--- src/rtl/ram1_bus_arbiter_if.sv ---
// rtl/ram1_bus_arbiter_if.sv - requester ports and RAM1/UART bus signals of the arbiter
interface ram1_bus_arbiter_if #(
  parameter int ADDR_W = 18,
  parameter int DATA_W = 16
);
  logic              i_req;
  logic [ADDR_W-1:0] i_addr;
  logic [DATA_W-1:0] i_rdata;
  logic              i_ack;
  logic              i_stall;
  logic              d_req;
  logic              d_we;
  logic [ADDR_W-1:0] d_addr;
  logic [DATA_W-1:0] d_wdata;
  logic [DATA_W-1:0] d_rdata;
  logic              d_ack;
  logic              d_stall;
  logic              is_RAM1_o;
  logic              is_UART_o;
  logic [ADDR_W-1:0] addr_o;
  logic [DATA_W-1:0] data_o;
  logic              isread_o;
  logic              iswrite_o;
  logic [DATA_W-1:0] ram1res_i;
  logic              busy_o;

  modport slave (
    input  i_req, i_addr, d_req, d_we, d_addr, d_wdata, ram1res_i,
    output i_rdata, i_ack, i_stall, d_rdata, d_ack, d_stall,
    output is_RAM1_o, is_UART_o, addr_o, data_o, isread_o, iswrite_o, busy_o
  );

  modport master (
    output i_req, i_addr, d_req, d_we, d_addr, d_wdata, ram1res_i,
    input  i_rdata, i_ack, i_stall, d_rdata, d_ack, d_stall,
    input  is_RAM1_o, is_UART_o, addr_o, data_o, isread_o, iswrite_o, busy_o
  );
endinterface

--- src/rtl/ram1_bus_arbiter.sv ---
// rtl/ram1_bus_arbiter.sv - shares the RAM1/UART bus between fetch and data ports
module ram1_bus_arbiter #(
  parameter int ADDR_W         = 18,
  parameter int DATA_W         = 16,
  parameter int ACCESS_CYCLES  = 2,
  parameter int MAX_DATA_BURST = 4
) (
  input logic               clk,
  input logic               rst,
  ram1_bus_arbiter_if.slave bus
);
  localparam int CNT_W   = (ACCESS_CYCLES > 1) ? $clog2(ACCESS_CYCLES) : 1;
  localparam int BURST_W = $clog2(MAX_DATA_BURST + 1);
  localparam logic [CNT_W-1:0]   CNT_LAST  = CNT_W'(ACCESS_CYCLES - 1);
  localparam logic [BURST_W-1:0] BURST_MAX = BURST_W'(MAX_DATA_BURST);

  typedef enum logic [1:0] {IDLE, ACCESS, ACK} state_t;

  state_t             state, state_next;
  logic [CNT_W-1:0]   cnt;
  logic [BURST_W-1:0] burst_cnt;
  logic               grant_d;
  logic               we_q;
  logic [ADDR_W-1:0]  addr_q;
  logic [DATA_W-1:0]  wdata_q;
  logic [DATA_W-1:0]  rdata_q;
  logic               starved, take_data, take_fetch;
  logic               in_access, in_ack, is_uart, is_status;

  // Fetch only overrides data once the data port has used its burst allowance.
  assign starved = (burst_cnt == BURST_MAX) && bus.i_req;

  always_comb begin
    state_next = state;
    take_data  = 1'b0;
    take_fetch = 1'b0;
    case (state)
      IDLE: begin
        if (bus.d_req && !starved) begin
          take_data  = 1'b1;
          state_next = ACCESS;
        end else if (bus.i_req) begin
          take_fetch = 1'b1;
          state_next = ACCESS;
        end
      end
      ACCESS:  if (cnt == CNT_LAST) state_next = ACK;
      ACK:     state_next = IDLE;
      default: state_next = IDLE;
    endcase
  end

  always_ff @(posedge clk) begin
    if (rst) state <= IDLE;
    else     state <= state_next;
  end

  always_ff @(posedge clk) begin
    if (rst) begin
      cnt       <= '0;
      burst_cnt <= '0;
      grant_d   <= 1'b0;
      we_q      <= 1'b0;
      addr_q    <= '0;
      wdata_q   <= '0;
      rdata_q   <= '0;
    end else begin
      if (take_data) begin
        grant_d   <= 1'b1;
        we_q      <= bus.d_we;
        addr_q    <= bus.d_addr;
        wdata_q   <= bus.d_wdata;
        burst_cnt <= bus.i_req ? burst_cnt + 1'b1 : '0;
      end else if (take_fetch) begin
        grant_d   <= 1'b0;
        we_q      <= 1'b0;
        addr_q    <= bus.i_addr;
        burst_cnt <= '0;
      end
      if (state == ACCESS) begin
        cnt <= (cnt == CNT_LAST) ? '0 : cnt + 1'b1;
        // Read data is valid only on the edge that closes the access window.
        if (cnt == CNT_LAST && !we_q) rdata_q <= bus.ram1res_i;
      end
    end
  end

  assign in_access = (state == ACCESS);
  assign in_ack    = (state == ACK);
  assign is_uart   = (addr_q[15:0] == 16'hBF00) || (addr_q[15:0] == 16'hBF01);
  assign is_status = (addr_q[15:0] == 16'hBF01);

  assign bus.is_RAM1_o = in_access && !is_uart;
  assign bus.is_UART_o = in_access && is_uart;
  assign bus.isread_o  = in_access && !we_q;
  // The UART status register is read-only; writes run the window without a strobe.
  assign bus.iswrite_o = in_access && we_q && !is_status;
  assign bus.addr_o    = addr_q;
  assign bus.data_o    = wdata_q;
  assign bus.busy_o    = (state != IDLE);

  assign bus.i_ack   = in_ack && !grant_d;
  assign bus.d_ack   = in_ack && grant_d;
  assign bus.i_stall = bus.i_req && !bus.i_ack;
  assign bus.d_stall = bus.d_req && !bus.d_ack;
  assign bus.i_rdata = rdata_q;
  assign bus.d_rdata = rdata_q;
endmodule

--- src/flat_wrapper.sv ---
// flat-port wrapper written by rule: the top's interface ports become plain ports
module ram1_bus_arbiter_flat 
#(
  parameter int ADDR_W         = 18,
  parameter int DATA_W         = 16,
  parameter int ACCESS_CYCLES  = 2,
  parameter int MAX_DATA_BURST = 4
)
  (clk, rst, bus_i_req, bus_i_addr, bus_d_req, bus_d_we, bus_d_addr, bus_d_wdata, bus_ram1res_i, bus_i_rdata, bus_i_ack, bus_i_stall, bus_d_rdata, bus_d_ack, bus_d_stall, bus_is_RAM1_o, bus_is_UART_o, bus_addr_o, bus_data_o, bus_isread_o, bus_iswrite_o, bus_busy_o);
  ram1_bus_arbiter_if #(.ADDR_W(ADDR_W), .DATA_W(DATA_W)) bus_i ();
  input logic clk;
  input logic rst;
  input wire logic [$bits(bus_i.i_req)-1:0] bus_i_req;
  input wire logic [$bits(bus_i.i_addr)-1:0] bus_i_addr;
  input wire logic [$bits(bus_i.d_req)-1:0] bus_d_req;
  input wire logic [$bits(bus_i.d_we)-1:0] bus_d_we;
  input wire logic [$bits(bus_i.d_addr)-1:0] bus_d_addr;
  input wire logic [$bits(bus_i.d_wdata)-1:0] bus_d_wdata;
  input wire logic [$bits(bus_i.ram1res_i)-1:0] bus_ram1res_i;
  output wire logic [$bits(bus_i.i_rdata)-1:0] bus_i_rdata;
  output wire logic [$bits(bus_i.i_ack)-1:0] bus_i_ack;
  output wire logic [$bits(bus_i.i_stall)-1:0] bus_i_stall;
  output wire logic [$bits(bus_i.d_rdata)-1:0] bus_d_rdata;
  output wire logic [$bits(bus_i.d_ack)-1:0] bus_d_ack;
  output wire logic [$bits(bus_i.d_stall)-1:0] bus_d_stall;
  output wire logic [$bits(bus_i.is_RAM1_o)-1:0] bus_is_RAM1_o;
  output wire logic [$bits(bus_i.is_UART_o)-1:0] bus_is_UART_o;
  output wire logic [$bits(bus_i.addr_o)-1:0] bus_addr_o;
  output wire logic [$bits(bus_i.data_o)-1:0] bus_data_o;
  output wire logic [$bits(bus_i.isread_o)-1:0] bus_isread_o;
  output wire logic [$bits(bus_i.iswrite_o)-1:0] bus_iswrite_o;
  output wire logic [$bits(bus_i.busy_o)-1:0] bus_busy_o;
  assign bus_i.i_req = bus_i_req;
  assign bus_i.i_addr = bus_i_addr;
  assign bus_i.d_req = bus_d_req;
  assign bus_i.d_we = bus_d_we;
  assign bus_i.d_addr = bus_d_addr;
  assign bus_i.d_wdata = bus_d_wdata;
  assign bus_i.ram1res_i = bus_ram1res_i;
  assign bus_i_rdata = bus_i.i_rdata;
  assign bus_i_ack = bus_i.i_ack;
  assign bus_i_stall = bus_i.i_stall;
  assign bus_d_rdata = bus_i.d_rdata;
  assign bus_d_ack = bus_i.d_ack;
  assign bus_d_stall = bus_i.d_stall;
  assign bus_is_RAM1_o = bus_i.is_RAM1_o;
  assign bus_is_UART_o = bus_i.is_UART_o;
  assign bus_addr_o = bus_i.addr_o;
  assign bus_data_o = bus_i.data_o;
  assign bus_isread_o = bus_i.isread_o;
  assign bus_iswrite_o = bus_i.iswrite_o;
  assign bus_busy_o = bus_i.busy_o;
  ram1_bus_arbiter #(.ADDR_W(ADDR_W), .DATA_W(DATA_W), .ACCESS_CYCLES(ACCESS_CYCLES), .MAX_DATA_BURST(MAX_DATA_BURST)) u_core (.clk(clk), .rst(rst), .bus(bus_i));
endmodule
--- config.mk ---
export PLATFORM = sky130hd
export DESIGN_NAME = ram1_bus_arbiter_flat
export DESIGN_NICKNAME = d
export VERILOG_FILES = /design/src/rtl/ram1_bus_arbiter_if.sv /design/src/rtl/ram1_bus_arbiter.sv /design/src/flat_wrapper.sv
export SDC_FILE = /design/constraint.sdc
export NUM_CORES = 1
export LEC_CHECK = 0
export CAP_MARGIN = 20
export CELL_PAD_IN_SITES_DETAIL_PLACEMENT = 0
export CELL_PAD_IN_SITES_GLOBAL_PLACEMENT = 2
export CORE_UTILIZATION = 23
export CTS_BUF_LIST = sky130_fd_sc_hd__clkbuf_8
export DETAILED_ROUTE_END_ITERATION = 7
export PLACE_DENSITY = 0.95
export SYNTH_ARGS = -nofsm -noshare
export SYNTH_HDL_FRONTEND = slang
export SYNTH_SLANG_ARGS = --single-unit
--- constraint.sdc ---
create_clock -name clk -period 4.5 [get_ports clk]
set_input_delay 0.9 -clock clk [delete_from_list [all_inputs] [get_ports clk]]
set_output_delay 0.9 -clock clk [all_outputs]
set_load 0.1 [all_outputs]
Word-level counts from Yosys, hierarchy flattened:

Index checks and enable logic that the tools add are counted.

* equality and inequality tests: 7
* reduce and logical (&&, ||, !) cells: 25
* multiplexer cells: 18
* add/subtract/negate cells: 2

Operator list (number)
* 18-bit 2-to-1 mux: 2
* 16-bit equality test (second input constant): 2
* 1-bit logical AND: 12
* 1-bit 2-to-1 mux: 9
* 3-bit 2-to-1 mux: 3
* 1-bit zero test: 7
* 2-bit 2-to-1 mux: 3
* 2-bit one-hot mux with 2 select lines: 1
* 2-bit AND reduction: 2
* 2-bit nonzero test: 2
* 3-bit by 1-bit adder with 3-bit output (second input constant): 1
* 3-bit equality test (second input constant): 1
* 3-bit by 2-bit != test with 1-bit output (second input constant): 1
* 2-bit by 1-bit equality test with 1-bit output (second input constant): 1
* 2-bit equality test (second input constant): 1
* 2-bit zero test: 1
* 2-bit by 1-bit != test with 1-bit output (second input constant): 1
* 1-bit adder (second input constant): 1
* 1-bit logical OR: 1

* bits in registers: 58
* word-level logic and storage cells: 60

Logic depth before layout (Yosys ltp):

* word-level depth: 8
* gate-level depth with buffers: 7
* depth with buffers taken out: 5

Worst setup path after synthesis:

Ideal clock, no wire load.

* kind: register to output
* from: reg u_core.state[1]
* to: out bus_i_stall
* cell stages (with the launch flop): 3
* arrival time: 4.015 ns
* setup slack: -0.415 ns
* cell sequence: dfxtp_1 -> nor3b_1 -> nor2b_1

* cells in the longest elaborated chain, start to end: 4

Ends and longest elaborated chain
* start: declaration: line ram1_bus_arbiter.sv:19 `state_t state, state_next;`
* start signal: assignment: line ram1_bus_arbiter.sv:55 `else state <= state_next;`
* 2-bit equality test: line ram1_bus_arbiter.sv:89 `assign in_ack = (state == ACK);`
* 1-bit logical AND: line ram1_bus_arbiter.sv:102 `assign bus.i_ack = in_ack && !grant_d;`
* net bus_i_ack: line flat_wrapper.sv:21 `output wire logic [$bits(bus_i.i_ack)-1:0] bus_i_ack;`
* 1-bit zero test: line ram1_bus_arbiter.sv:104 `assign bus.i_stall = bus.i_req && !bus.i_ack;`
* 1-bit logical AND: line ram1_bus_arbiter.sv:104
* end: declaration: line flat_wrapper.sv:22 `output wire logic [$bits(bus_i.i_stall)-1:0] bus_i_stall;`

The timed path passes the listed nets, and every way through them passes these cells.

Worst setup path after layout:

* from: reg u_core.addr_q[1], in the netlist u_core.bus.addr_o[1]
* to: out bus_iswrite_o

* cells in the longest elaborated chain, start to end: 3

Ends and longest elaborated chain
* start: declaration: line ram1_bus_arbiter.sv:24 `logic [ADDR_W-1:0] addr_q;`
* start signal: assignment: line ram1_bus_arbiter.sv:71 `addr_q <= bus.d_addr;`
* start signal: assignment: line ram1_bus_arbiter.sv:77 `addr_q <= bus.i_addr;`
* 16-bit equality test: line ram1_bus_arbiter.sv:91 `assign is_status = (addr_q[15:0] == 16'hBF01);`
* 1-bit zero test: line ram1_bus_arbiter.sv:97 `assign bus.iswrite_o = in_access && we_q && !is_status;`
* 1-bit logical AND: line ram1_bus_arbiter.sv:97
* end: declaration: line flat_wrapper.sv:31 `output wire logic [$bits(bus_i.iswrite_o)-1:0] bus_iswrite_o;`

Every way passes these cells.

==> flow_metrics.tcl <==
set metrics [dict create \
    cts_tree "done" \
    clk_path_buf_depth 2 \
    muxShareOfSynthArea_pct 0 \
    area_growth_pct 60.9 \
    path_clk_slew_ps 60 \
    min_period_ps 3460 \
    clk_latency_ps 330 \
    syn_inst 326 \
    crit_fanout 3 \
    swShare_pct 41.5 \
    io_pins 148 \
    synth_seq_area_share_pct 43.2 \
    grt_max_degree 59 \
    r2r_cells 5 \
    outcome "completed" \
    setup_viol 0 \
    finalClockSkew_ps 9.33 \
    num-nets-final 519 \
    rsz0062_at_grt "false" \
    hold_buffers 0 \
    worstSetupPathType "reg2out" \
    cts_resized 0 \
    cell_internal_pwr_mw 1.04 \
    die_y_um 110 \
    postLayoutCellArea_um2 4330 \
    dp.final_hpwl_um 6240 \
    syn-cell-area_um2 2690 \
    synth-compound-area-share_pct 24.2 \
    post_cts_buffers 0 \
    leakage_nw 1.50 \
    dr.pass1.iters 4 \
    worst_hold_path.num_cells 2 \
    synthTopCellsByArea "dfxtp_1 (43%), a21oi_1 (10%), nand3_1 (6.7%), buf_4 (6.7%), a311oi_1 (5.9%)" \
    clock_sinks 58 \
    die_x_um 110 \
    die-area_um2 12100 \
    p_switching_uw 735 \
    layout-drive-gt1-share_pct 7.83 \
    crit_arrival_ps 2560 \
    p_total_mw 1.77 \
    syn_area_per_cell_um2 8.25 \
    final_common_cell "clkdlybuf4s50_1" \
    grt_pass1_vias 2566 \
    synth-simple-area-share_pct 19.3 \
    synth_top_family_by_area "compound AO/OA/AOI/OAI gates" \
    vdd_ir_drop_max_mv 0.158 \
    final_cell_mix "clkdlybuf4s50_1 (142), dfxtp_1 (58), a21oi_1 (55), nand3_1 (36), nand2_1 (33)" \
    relSlewSlack_pct 32.8 \
    track_usage_pct 14.5 \
    cts-buffers-inserted 9 \
    cts-root-buf "clkbuf_8" \
    power.share.combinational_pct 39.5 \
    via_count 2813 \
    wl_um 9010 \
    seqPwrFrac_pct 33.5 \
    antenna_found_initial 0 \
    whs_ps 469 \
    worst_pin_slew_ps 1010 \
    synth_warnings 0 \
    syn_nets 401 \
    rows 39 \
    grt.overflow.total 0 \
    critPathRequiredTime_ps 3600 \
    yosys.area.top_type "dfxtp_1" \
    gp_congestion 0.783 \
    htreeDepth 3 \
    synth_xor_area_share_pct 0.326 \
    via_per_inst 4.77 \
    diodes 0 \
    synth_top_area_share_pct 43.2 \
    place_area_um2 4090 \
    yosys.area_share.adder_pct 0.931 \
    synth-seq-cells 58 \
    setup_tns_ps 0 \
    core_um2 11400 \
    powerDensity_nw_per_um2 409 \
    dp_cells 574 \
    fill_cells 1171 \
    synth.distinct_cells 37 \
    clkPwrFrac_pct 27.0 \
    io_buffers 147 \
    maxClockFrequency_mhz 289 \
    hp-class "reg2reg" \
    layout.cells.non_filler 590 \
    cp-end-kind "output port" \
    route.detailed.drc 0 \
    initialDrtViolationCount 160 \
    wl_per_cell_um 15.3 \
    antenna_left 0 \
    grt_first_pass_wirelength_um 13400 \
    critPathLaunchType "flip-flop" \
    maxCapViolations 0 \
    hold_viol_final 0 \
    period_share_pct 77.0 \
    drv_slew 0 \
    floorplan.initialDensity_pct 23.5 \
]
## Yosys cell counts
library cell and count:
or4b_1 1, buf_1 2, clkbuf_1 7, nand4_1 3, buf_6 3, a2bb2oi_1 1, nor3b_2 1, nand2b_1 1
and3_1 1, xor2_1 1, buf_4 24, nand3_1 36, nand4bb_1 1, a21oi_1 55, or2_2 1, or3b_1 1
and3b_1 1, nor2_2 1, o21ai_0 9, or4_4 1, dfxtp_1 58, ha_1 2, nand2_1 33, a211oi_1 1
nand3b_1 1, a311oi_1 18, o21ai_1 30, inv_1 3, nor2_1 6, nor4bb_1 1, nor2b_1 4, o211ai_1 1
nor4_4 1, inv_2 1, buf_2 10, clkbuf_2 2, nor3b_1 3
## power groups by stage
stage          logic [mW]  registers (mW)  clock network [mW]
6_report            0.700           0.593               0.478
2_1_floorplan       0.240           0.872                   0
4_1_cts             0.695           0.593               0.498
3_3_place_gp        0.690           0.602                   0
5_1_grt             0.729           0.598               0.520
3_5_place_dp        0.693           0.604                   0
## routing by layer
| layer | vias up | track usage [%] | share of wire (%) |
|---|---|---|---|
| li1 | 1386 | - | - |
| met1 | 1310 | 18.3 | 42 |
| met2 | 110 | 23.8 | 49 |
| met3 | 7 | 4.12 | 7.5 |
| met4 | 0 | 4.51 | 1.0 |
| met5 | - | 0 | 0 |
## state kept, by name (all words and copies together) (netlist names)
| signal | cells |
|---|---|
| u_core.burst_cnt | 3 |
| u_core.bus.addr_o | 18 |
| u_core.bus.d_rdata | 16 |
| u_core.bus.data_o | 16 |
| u_core.cnt | 1 |
| u_core.grant_d | 1 |
| u_core.state | 2 |
| u_core.we_q | 1 |
## path summary, 6_finish.rpt
check / startpoint / to / slack [ps]
max: u_core.bus.addr_o[1] / bus_iswrite_o / 1040
min: u_core.bus.d_rdata[7] / u_core.bus.d_rdata[7] / 470
max reg2reg: u_core.state[0] / u_core.bus.addr_o[3] / 2520
min reg2reg: u_core.bus.d_rdata[7] / u_core.bus.d_rdata[7] / 470
## logic make-up after synthesis
logic type | count (synthesis)
and+or+nand+nor | 98
xor gates and xnor gates | 1
DFF | 58
adders and majority gates | 2
AOI/OAI and AO/OA | 115
buffers and inverters | 52
## worst max-delay path, stage by stage (launching register included)
cell             delay, ps
dfxtp_1                320
or4_4                  560
nor4_4                 260
a211oi_1               110
clkdlybuf4s50_1        980
## final cells by class
type / count / area, um^2 / share of cell area [%]
repair buffers: 155 / 1550 / 35.8
multi-input cells: 216 / 1230 / 28.5
flip-flops and latches: 58 / 1160 / 26.8
well taps: 143 / 179 / 4.14
clock buffers: 11 / 151 / 3.50
clock inverters: 3 / 40.0 / 0.925
inverters: 4 / 15.0 / 0.347
## per-stage QoR
| step | worst slack (ps) | util (%) |
|---|---|---|
| after floorplan | 30.5 | - |
| after global placement | 1390 | 35.8 |
| after detailed placement | 1400 | 35.8 |
| after CTS | 1020 | 37.5 |
| after global routing | 930 | 37.9 |
| final | 1040 | 37.9 |
Power figures use the tool's default switching activity.
